`src/rtl/hazard_sequencer.sv`:
```
// Hazard/stall controller for the 5-stage pipeline.
// It drives the PC, IF/ID and ID/EX controls for load-use stalls, taken-branch flushes
// and multi-cycle multiplies, and keeps a saturating stall-cycle counter.
// Latency: outputs are combinational from state and inputs and take effect at the next clk edge.
// Backpressure: pc_write/ifid_write low stalls the front end; ex_hold freezes EX during a multiply.
//
// Ports:
//   clk, rst          clock (rising edge), asynchronous active-high reset
//   id_rs, id_rt      source register fields of the instruction in ID
//   id_uses_rt        the ID instruction reads rt as a source
//   ex_mem_read       the instruction in EX is a load
//   ex_rt             destination register of the load in EX
//   ex_is_mul         the instruction in EX is a multiply
//   branch_taken      the branch in EX resolved taken this cycle
//   pc_write          PC update enable
//   ifid_write        IF/ID load enable
//   ifid_flush        clear IF/ID at the next edge
//   idex_bubble       zero the ID/EX control word at the next edge
//   ex_hold           ID/EX and EX state retain their contents
//   busy              a multiply sequence is in progress
//   stall_count       cycles with pc_write=0 since reset, saturating
module hazard_sequencer #(
    parameter int MUL_CYCLES = 4,
    parameter int CNT_W      = 3
) (
    input  logic        clk,
    input  logic        rst,
    input  logic [4:0]  id_rs,
    input  logic [4:0]  id_rt,
    input  logic        id_uses_rt,
    input  logic        ex_mem_read,
    input  logic [4:0]  ex_rt,
    input  logic        ex_is_mul,
    input  logic        branch_taken,
    output logic        pc_write,
    output logic        ifid_write,
    output logic        ifid_flush,
    output logic        idex_bubble,
    output logic        ex_hold,
    output logic        busy,
    output logic [15:0] stall_count
);

    typedef enum logic {
        RUN = 1'b0,
        MUL = 1'b1
    } state_t;

    // Cycles still to hold after the trigger cycle, not counting the release cycle.
    localparam logic [CNT_W-1:0] CNT_INIT = CNT_W'(MUL_CYCLES - 2);

    state_t           state_q, state_d;
    logic [CNT_W-1:0] cnt_q, cnt_d;
    logic [15:0]      stall_count_q, stall_count_d;
    logic             lu;

    // Register $0 is hard-wired to zero and can never be a real dependency.
    always_comb begin
        lu = ex_mem_read && (ex_rt != 5'd0) &&
             ((ex_rt == id_rs) || (id_uses_rt && (ex_rt == id_rt)));
    end

    always_comb begin
        state_d     = state_q;
        cnt_d       = cnt_q;
        pc_write    = 1'b1;
        ifid_write  = 1'b1;
        ifid_flush  = 1'b0;
        idex_bubble = 1'b0;
        ex_hold     = 1'b0;
        busy        = 1'b0;

        if (state_q == RUN) begin
            if (ex_is_mul) begin
                pc_write   = 1'b0;
                ifid_write = 1'b0;
                ex_hold    = 1'b1;
                busy       = 1'b1;
                state_d    = MUL;
                cnt_d      = CNT_INIT;
            end else if (branch_taken) begin
                // The ID instruction is squashed, so any load-use stall is moot.
                ifid_flush  = 1'b1;
                idex_bubble = 1'b1;
            end else if (lu) begin
                pc_write    = 1'b0;
                ifid_write  = 1'b0;
                idex_bubble = 1'b1;
            end
        end else begin
            busy = 1'b1;
            if (cnt_q != '0) begin
                pc_write   = 1'b0;
                ifid_write = 1'b0;
                ex_hold    = 1'b1;
                cnt_d      = cnt_q - 1'b1;
            end else begin
                // Release cycle: the multiply leaves EX now. ex_is_mul is still
                // high here and is deliberately ignored.
                state_d = RUN;
            end
        end

        if (rst) begin
            pc_write    = 1'b0;
            ifid_write  = 1'b0;
            ifid_flush  = 1'b0;
            idex_bubble = 1'b0;
            ex_hold     = 1'b0;
            busy        = 1'b0;
        end
    end

    always_comb begin
        stall_count_d = stall_count_q;
        if (!pc_write && (stall_count_q != 16'hFFFF)) begin
            stall_count_d = stall_count_q + 16'd1;
        end
    end

    always_ff @(posedge clk or posedge rst) begin
        if (rst) begin
            state_q       <= RUN;
            cnt_q         <= '0;
            stall_count_q <= '0;
        end else begin
            state_q       <= state_d;
            cnt_q         <= cnt_d;
            stall_count_q <= stall_count_d;
        end
    end

    assign stall_count = stall_count_q;

endmodule

```
`config.mk`:
```
export PLATFORM = sky130hd
export DESIGN_NAME = hazard_sequencer
export DESIGN_NICKNAME = d
export VERILOG_FILES = /design/src/rtl/hazard_sequencer.sv
export SDC_FILE = /design/constraint.sdc
export NUM_CORES = 1
export LEC_CHECK = 0
export CELL_PAD_IN_SITES_DETAIL_PLACEMENT = 1
export CELL_PAD_IN_SITES_GLOBAL_PLACEMENT = 2
export CORE_MARGIN = 2
export CORE_UTILIZATION = 25
export DETAILED_ROUTE_END_ITERATION = 8
export GPL_TIMING_DRIVEN = 0
export PLACE_DENSITY_LB_ADDON = 0.1
export SYNTH_ARGS = -nofsm -noshare
export SYNTH_HDL_FRONTEND = slang
export SYNTH_SLANG_ARGS = --single-unit
export TNS_END_PERCENT = 100
```
`constraint.sdc`:
```
create_clock -name clk -period 2.4 [get_ports clk]
set_clock_uncertainty 0.05 [all_clocks]
set_input_delay 0.48 -clock clk [delete_from_list [all_inputs] [get_ports clk]]
set_output_delay 0.48 -clock clk [all_outputs]
set_load 0.02 [all_outputs]
```
==> results of run 1 <==
## metrics by stage
step | instances | util [%] | hold WS (ns) | area [um2]
2_1_floorplan | 114 | - | 0.3896 | 1121
3_3_place_gp | 208 | 37.15 | 0.4009 | 1607
3_5_place_dp | 208 | 37.15 | 0.4335 | 1607
4_1_cts | 217 | 38.80 | 0.4412 | 1678
5_1_grt | 218 | 39.64 | 0.4776 | 1714
6_report | 218 | 39.64 | 0.4382 | 1714
## timing repair
| action | in CTS | in global routing |
|---|---|---|
| resized for setup | 58 | 7 |
| endpoints found under the setup margin | 16 | 12 |
| pin swaps | 8 | 2 |
| buffers inserted | 5 | 1 |
| gates cloned | 1 | 0 |
## cells in the mapped netlist, drive strengths merged (3+ instances only)
master  count  area (um2)
nor2        9       33.78
ha          3       37.54
dfrtp      20       500.5
inv         6       22.52
a21oi       3       15.01
xnor2      14       122.6
nand3      10       50.05
nor3        3       15.01
nand4       7       43.79
and2        5       31.28
nand2       6       22.52
xor2       10       87.58
## worst reg2reg max path: cells and delay by family, from the launching register on
kind,cells,cell delay (ns)
AOI/OAI and AO/OA,1,0.26
xor gates and xnor gates,1,0.14
buffers and inverters,1,0.27
adders and majority gates,1,0.25
DFF,1,0.44
and+or+nand+nor,4,0.73
## power by group through the flow
| stage | Clock (W) | Combinational, W | Sequential, W |
|---|---|---|---|
| finish | 0.000215 | 0.000709 | 0.000567 |
| global route | 0.000241 | 0.000780 | 0.000592 |
| CTS | 0.000225 | 0.000701 | 0.000571 |
| detailed placement | 0 | 0.000672 | 0.000569 |
| global placement | 0 | 0.000655 | 0.000564 |
| floorplan | 0 | 0.000318 | 0.000617 |
## kinds of logic after synthesis
logic type | Yosys count | share of synthesized area, %
simple gates | 47 | 21.65
xor+xnor | 24 | 18.75
flops | 20 | 44.64
compound gates | 10 | 6.473
buf+inv | 8 | 3.125
fa+ha+maj | 3 | 3.349
mux | 2 | 2.009
## how the worst min path moves through the flow
stage,cells after the start,startpoint,to,slack (ns)
final,1,cnt_q[0]$_DFFE_PP0P_,cnt_q[0]$_DFFE_PP0P_,0.44
after global routing,1,cnt_q[0]$_DFFE_PP0P_,cnt_q[0]$_DFFE_PP0P_,0.48
after CTS,1,cnt_q[0]$_DFFE_PP0P_,cnt_q[0]$_DFFE_PP0P_,0.44
after detailed placement,1,cnt_q[0]$_DFFE_PP0P_,cnt_q[0]$_DFFE_PP0P_,0.43
after global placement,1,cnt_q[0]$_DFFE_PP0P_,cnt_q[0]$_DFFE_PP0P_,0.40
after floorplan,1,cnt_q[0]$_DFFE_PP0P_,cnt_q[0]$_DFFE_PP0P_,0.39
## layout make-up
type	instances	area, um2
inverter	6	26.28
tap	52	65.06
sequential	20	500.5
multi-input combinational	86	626.9
timing repair buffer	48	434.2
clock buffer	3	41.29
fill	503	2610
buffer	2	15.01
timing repair inverter	1	5.005
## flip-flops by register name, summed over array words and instances, names as in the netlist
register,cells
stall_count,16
cnt_q,3
state_q,1
## metal layers
layer	global-route usage, %	share of wire, %
met1	19.08	49
met2	20.25	46
met4	3.774	0.60
met5	0	0
met3	2.279	4.2
==> summary.txt, run 1 <==
Clocking
  • Clock sinks: 20
  • CTS Hold Bufs: 0
  • CTS tree: yes
  • Clock latency on the worst-skew pair: approximately 0.25 ns
  • CTS root buf: clkbuf_8
  • Worst-path clk slew: ~0.070 ns
  • Cts bufs inserted: 3
  • H-tree depth: 1
  • Clock tree buffer depth: 2

Layout
  • Commonest non-fill, non-tap cell in the layout: clkdlybuf4s50_1
  • ANT cells: 0
  • Most frequent cells in the layout: 23 x clkdlybuf4s50_1, 20 x dfrtp_1, 14 x xnor2_1
  • Nets: roughly 190
  • Layout cells sized above 1: between 15 and 20%
  • Synth-to-Final Area Change: 52.90%

Worst setup path
  • Kind of cell adding the most delay to the critical path: compound AO/OA/AOI/OAI gates
  • Worst r2r src: stall_count[0]$_DFFE_PP0P_
  • CP arrival: 1.87 ns
  • Worst Path Max Fanout: 3
  • Crit Path Class: input port to output port
  • Worst path slowest cell: o41a_1
  • CP Data Required Time: between 1.5 and 2 ns
  • Crit. path cell count: 7
  • R2R cell count: 8
  • Max incr delay on CP: around 0.36 ns
  • R2R Path End: stall_count[7]$_DFFE_PP0P_
  • Critical Path End Type: output port
  • CP Launch Point: ex_rt[2]
  • Worst path bufs/invs: 3
  • Worst setup path endpoint: ifid_write
  • R2R setup slack: 0.15 ns
  • Crit-path cells: buf_8 -> xor2_2 -> nor4_2 -> a32oi_1 -> o41a_1 -> buf_4 -> buf_6
  • Critical path launch point type: input port

Yosys
  • Yosys warnings: 0
  • Post-synthesis cell area: roughly 1100 um2
  • Async SR Flop Fraction: 100.0%
  • Avg Inst Size Synth: a little under 10 um2
  • Post-synth EDFFs: 0
  • Register area share after synthesis: 44.64%
  • Synth Net Count: 138
  • Main flop type after synthesis: dfrtp_1
  • Distinct cells, synth: 27
  • Cells after Synth: around 110
  • Post-synthesis register bit count: 20

Global route
  • Grt total ovfl: 0
  • Largest net degree at the start of global routing: 11
  • First-pass GRT wire length: 5285 um
  • Initial antenna violation count: 0
  • Vias in the first global route: 1081
  • GRT Total Usage: between 10% and 20%

Route
  • Routed wire per std cell: roughly 15 um
  • # DRC: 0
  • Total wire length: ~3200 um
  • Initial DRC Count: 20
  • Via Count: about 1000
  • Number of detailed-route iterations in the first pass: 4
  • Post-route ant nets: 0
  • Drt via density: ~4.7

Pwr
  • P_int: between 0.0009 and 0.001 W
  • Power Total: 0.001491 W
  • Clock share of power: between 10% and 20%
  • Sw frac: 38.77%
  • Pwr dens: between 800 and 900 nW/um2
  • Switch Pwr: 0.0005779 W
  • Static leakage: 0.7161 nW
  • Combinational share of power: 47.5%
  • Reg power frac: 38.1%
  • VDD IR max: ~440 uV

STA
  • Highest clock rate: about 420 MHz
  • Final setup violation count: 0
  • Slew @ Worst Pin: approximately 0.51 ns
  • RSZ-0062 raised after global routing: true
  • Hold Vio Cnt, Final: 0
  • Final Max Tran Viols: 0
  • Slew headroom: between 60% and 70%
  • Final Cycle Share: between 90% and 100%
  • Post-layout minimum cycle time: about 2.4 ns
  • Setup TNS: 0 ns
  • Worst Slack Setup Final: 0.001888 ns

Floorplan
  • Starting Density: between 20% and 30%
  • Core ar.: 4324 um2
  • I/O pins: 43
  • DIE AREA: 5036 um2
  • Cell row count: 24
  • Die width: approximately 70 um
  • Die outline height: 70.97 um

Run
  • Max-Cap Viols: 0

Min path
  • Hold Path Class: register to register

Status
  • Status: completed

Placed design
  • Post-DP HPWL: roughly 2400 um
  • IO buf count: 42
  • Placer Congestion: 0.7388
  • Place WS: -1.003 ns
No activity file was read; power rests on OpenSTA's default activity.
==> inputs of run 2 (changes only) <==
- CORE_ASPECT_RATIO: unset -> 1.4
- SETUP_SLACK_MARGIN: unset -> 0.02
==> summary.txt, run 2 (synthesis gave the netlist of run 1 again) <==
STA
  • Post-layout minimum cycle time: roughly 2.4 ns
  • Worst Slack Setup Final: -0.008742 ns
  • Final Max Tran Viols: 0
  • Hold_ws: between 0.4 and 0.5 ns
  • RSZ-0062 raised after global routing: true
  • Hold Vio Cnt, Final: 0
  • Final Cycle Share: 100.4%
  • Slew @ Worst Pin: ~0.51 ns
  • Setup TNS: -0.01729 ns
  • Final setup violation count: 2
  • Highest clock rate: between 400 and 500 MHz
  • Slew headroom: roughly two thirds

Min path
  • Hold Path Class: register to register

Pwr
  • Static leakage: 0.7312 nW
  • VDD IR max: 557.8 uV
  • Pwr dens: 854.7 nW/um2
  • Power Total: roughly 0.0015 W

Worst setup path
  • Max incr delay on CP: 0.37 ns
  • Critical Path End Type: output port
  • CP arrival: 1.88 ns
  • Crit-path cells: buf_6 -> xor2_2 -> nor4_2 -> a32oi_1 -> o41a_1 -> buf_4 -> buf_6
  • R2R setup slack: 0.24 ns
  • Crit Path Class: input port to output port
  • Most used cell, CP: buf_6
  • CP Data Required Time: around 1.9 ns
  • Critical path launch point type: input port
  • Worst Path Max Fanout: 3
  • Worst path slowest cell: o41a_1

Clocking
  • Clock tree buffer depth: 2
  • Clock sinks: 20
  • CTS tree: yes
  • Cts bufs inserted: 3
  • CTS Hold Bufs: 0
  • Worst-path clk slew: ~0.070 ns
  • Clock latency on the worst-skew pair: between 0.2 and 0.3 ns
  • H-tree depth: 1
  • CTS root buf: clkbuf_8

Placed design
  • IO buf count: 42
  • Post-DP HPWL: 2484 um
  • Placer Congestion: 0.6769
  • Dpl cells: approximately 220

Global route
  • First-pass GRT wire length: 5513 um
  • Largest net degree at the start of global routing: 11
  • Grt total ovfl: 0
  • Vias in the first global route: 1168
  • GRT Total Usage: 14.10%
  • Initial antenna violation count: 0

Layout
  • Multi-input gate area: 653.1 um2
  • Layout cells sized above 1: 22.02%
  • Synth-to-Final Area Change: 57.70%
  • Nets: slightly below 200
  • ANT cells: 0
  • Sequential Area: 500.5 um2
  • Layout Cells excl Fill: about 230
  • Most frequent cells in the layout: 22 x clkdlybuf4s50_1, 20 x dfrtp_1, 14 x xnor2_1
  • Fill cells: slightly above 500
  • Commonest non-fill, non-tap cell in the layout: clkdlybuf4s50_1
  • Largest register FFs: 16

Route
  • Routed wire per std cell: ~14 um
  • Via Count: around 1100
  • Total wire length: 3272 um
  • Post-route ant nets: 0
  • Initial DRC Count: 29
  • Number of detailed-route iterations in the first pass: 4
  • Drt via density: approximately 4.7
  • # DRC: 0

Floorplan
  • I/O pins: 43
  • Core ar.: roughly 4300 um2
  • Die outline height: approximately 83 um
  • DIE AREA: 5044 um2
  • Starting Density: a little over a quarter
  • Die width: approximately 60 um
  • Cell row count: 28

Status
  • Failing checks: setup timing
  • Status: finished with violations

Run
  • Max-Cap Viols: 0
[run 2: cell types whose count changed in the layout (fill, tap and decap cells not counted), sizes merged]
cell / before / now
clkdlybuf4s50: 23 / 22
buf: 16 / 20
dlygate4sd2: 8 / 7
[run 2: layout make-up]
class / instances / share of cell area [%]
multi-input combinational: 86 / 36.94
sequential: 20 / 28.31
timing repair buffer: 50 / 25.55
tap: 60 / 4.246
clock buffer: 3 / 2.335
inverter: 6 / 1.486
buffer: 2 / 0.8493
timing repair inverter: 1 / 0.2831
[run 2: repair_timing]
| action | 4_1_cts | 5_1_grt |
|---|---|---|
| setup buffers | 4 | 4 |
| cloned | 1 | 0 |
| hold endpoints to repair | 0 | 0 |
| pin swaps | 11 | 4 |
| endpoints found under the setup margin | 16 | 13 |
| resized for setup | 66 | 13 |
[run 2: worst max-delay path: cells and delay by family]
kind,cells,cell delay (ns)
simple gates,1,0.32
xor+xnor,1,0.17
compound gates,2,0.54
buf+inv,3,0.37
[run 2: final timing paths]
path                                             from                          end  cells after the start
setup / recovery                             id_rt[2]                     pc_write                      7
hold / removal                   cnt_q[0]$_DFFE_PP0P_         cnt_q[0]$_DFFE_PP0P_                      1
setup reg to reg           stall_count[0]$_DFFE_PP0P_   stall_count[1]$_DFFE_PP0P_                      7
hold reg to reg                  cnt_q[0]$_DFFE_PP0P_         cnt_q[0]$_DFFE_PP0P_                      1
max in group asynchronous                         rst  stall_count[13]$_DFFE_PP0P_                      2
min in group asynchronous                         rst   stall_count[4]$_DFFE_PP0P_                      3
[run 2: power breakdown]
group	total, W	switching (W)	internal (W)	leakage, nW
clock	0.000215	0.000103	0.000112	0.0216
combinational	0.000730	0.000353	0.000376	0.455
sequential	0.000567	0.000128	0.000439	0.255
total	0.00151	0.000584	0.000927	0.731
[run 2: metal layers]
layer | track usage, % | vias up | part of all wire [%] | routed length (um)
met2 | 25.22 | 31 | 55 | 1784
li1 | - | 499 | - | -
met5 | 0 | - | 0 | 0
met3 | 2.648 | 4 | 5.1 | 168
met1 | 16.54 | 531 | 39 | 1283
met4 | 3.557 | 0 | 1.1 | 36
[run 2: through the flow]
| stage | setup WS [ns] | util, % | instance area, um2 |
|---|---|---|---|
| 2_1_floorplan | 0.1133 | - | 1121 |
| 3_3_place_gp | -0.9882 | 37.82 | 1617 |
| 3_5_place_dp | -0.9702 | 37.82 | 1617 |
| 4_1_cts | 0.007520 | 39.99 | 1709 |
| 5_1_grt | -0.08950 | 41.36 | 1768 |
| 6_report | -0.008742 | 41.36 | 1768 |
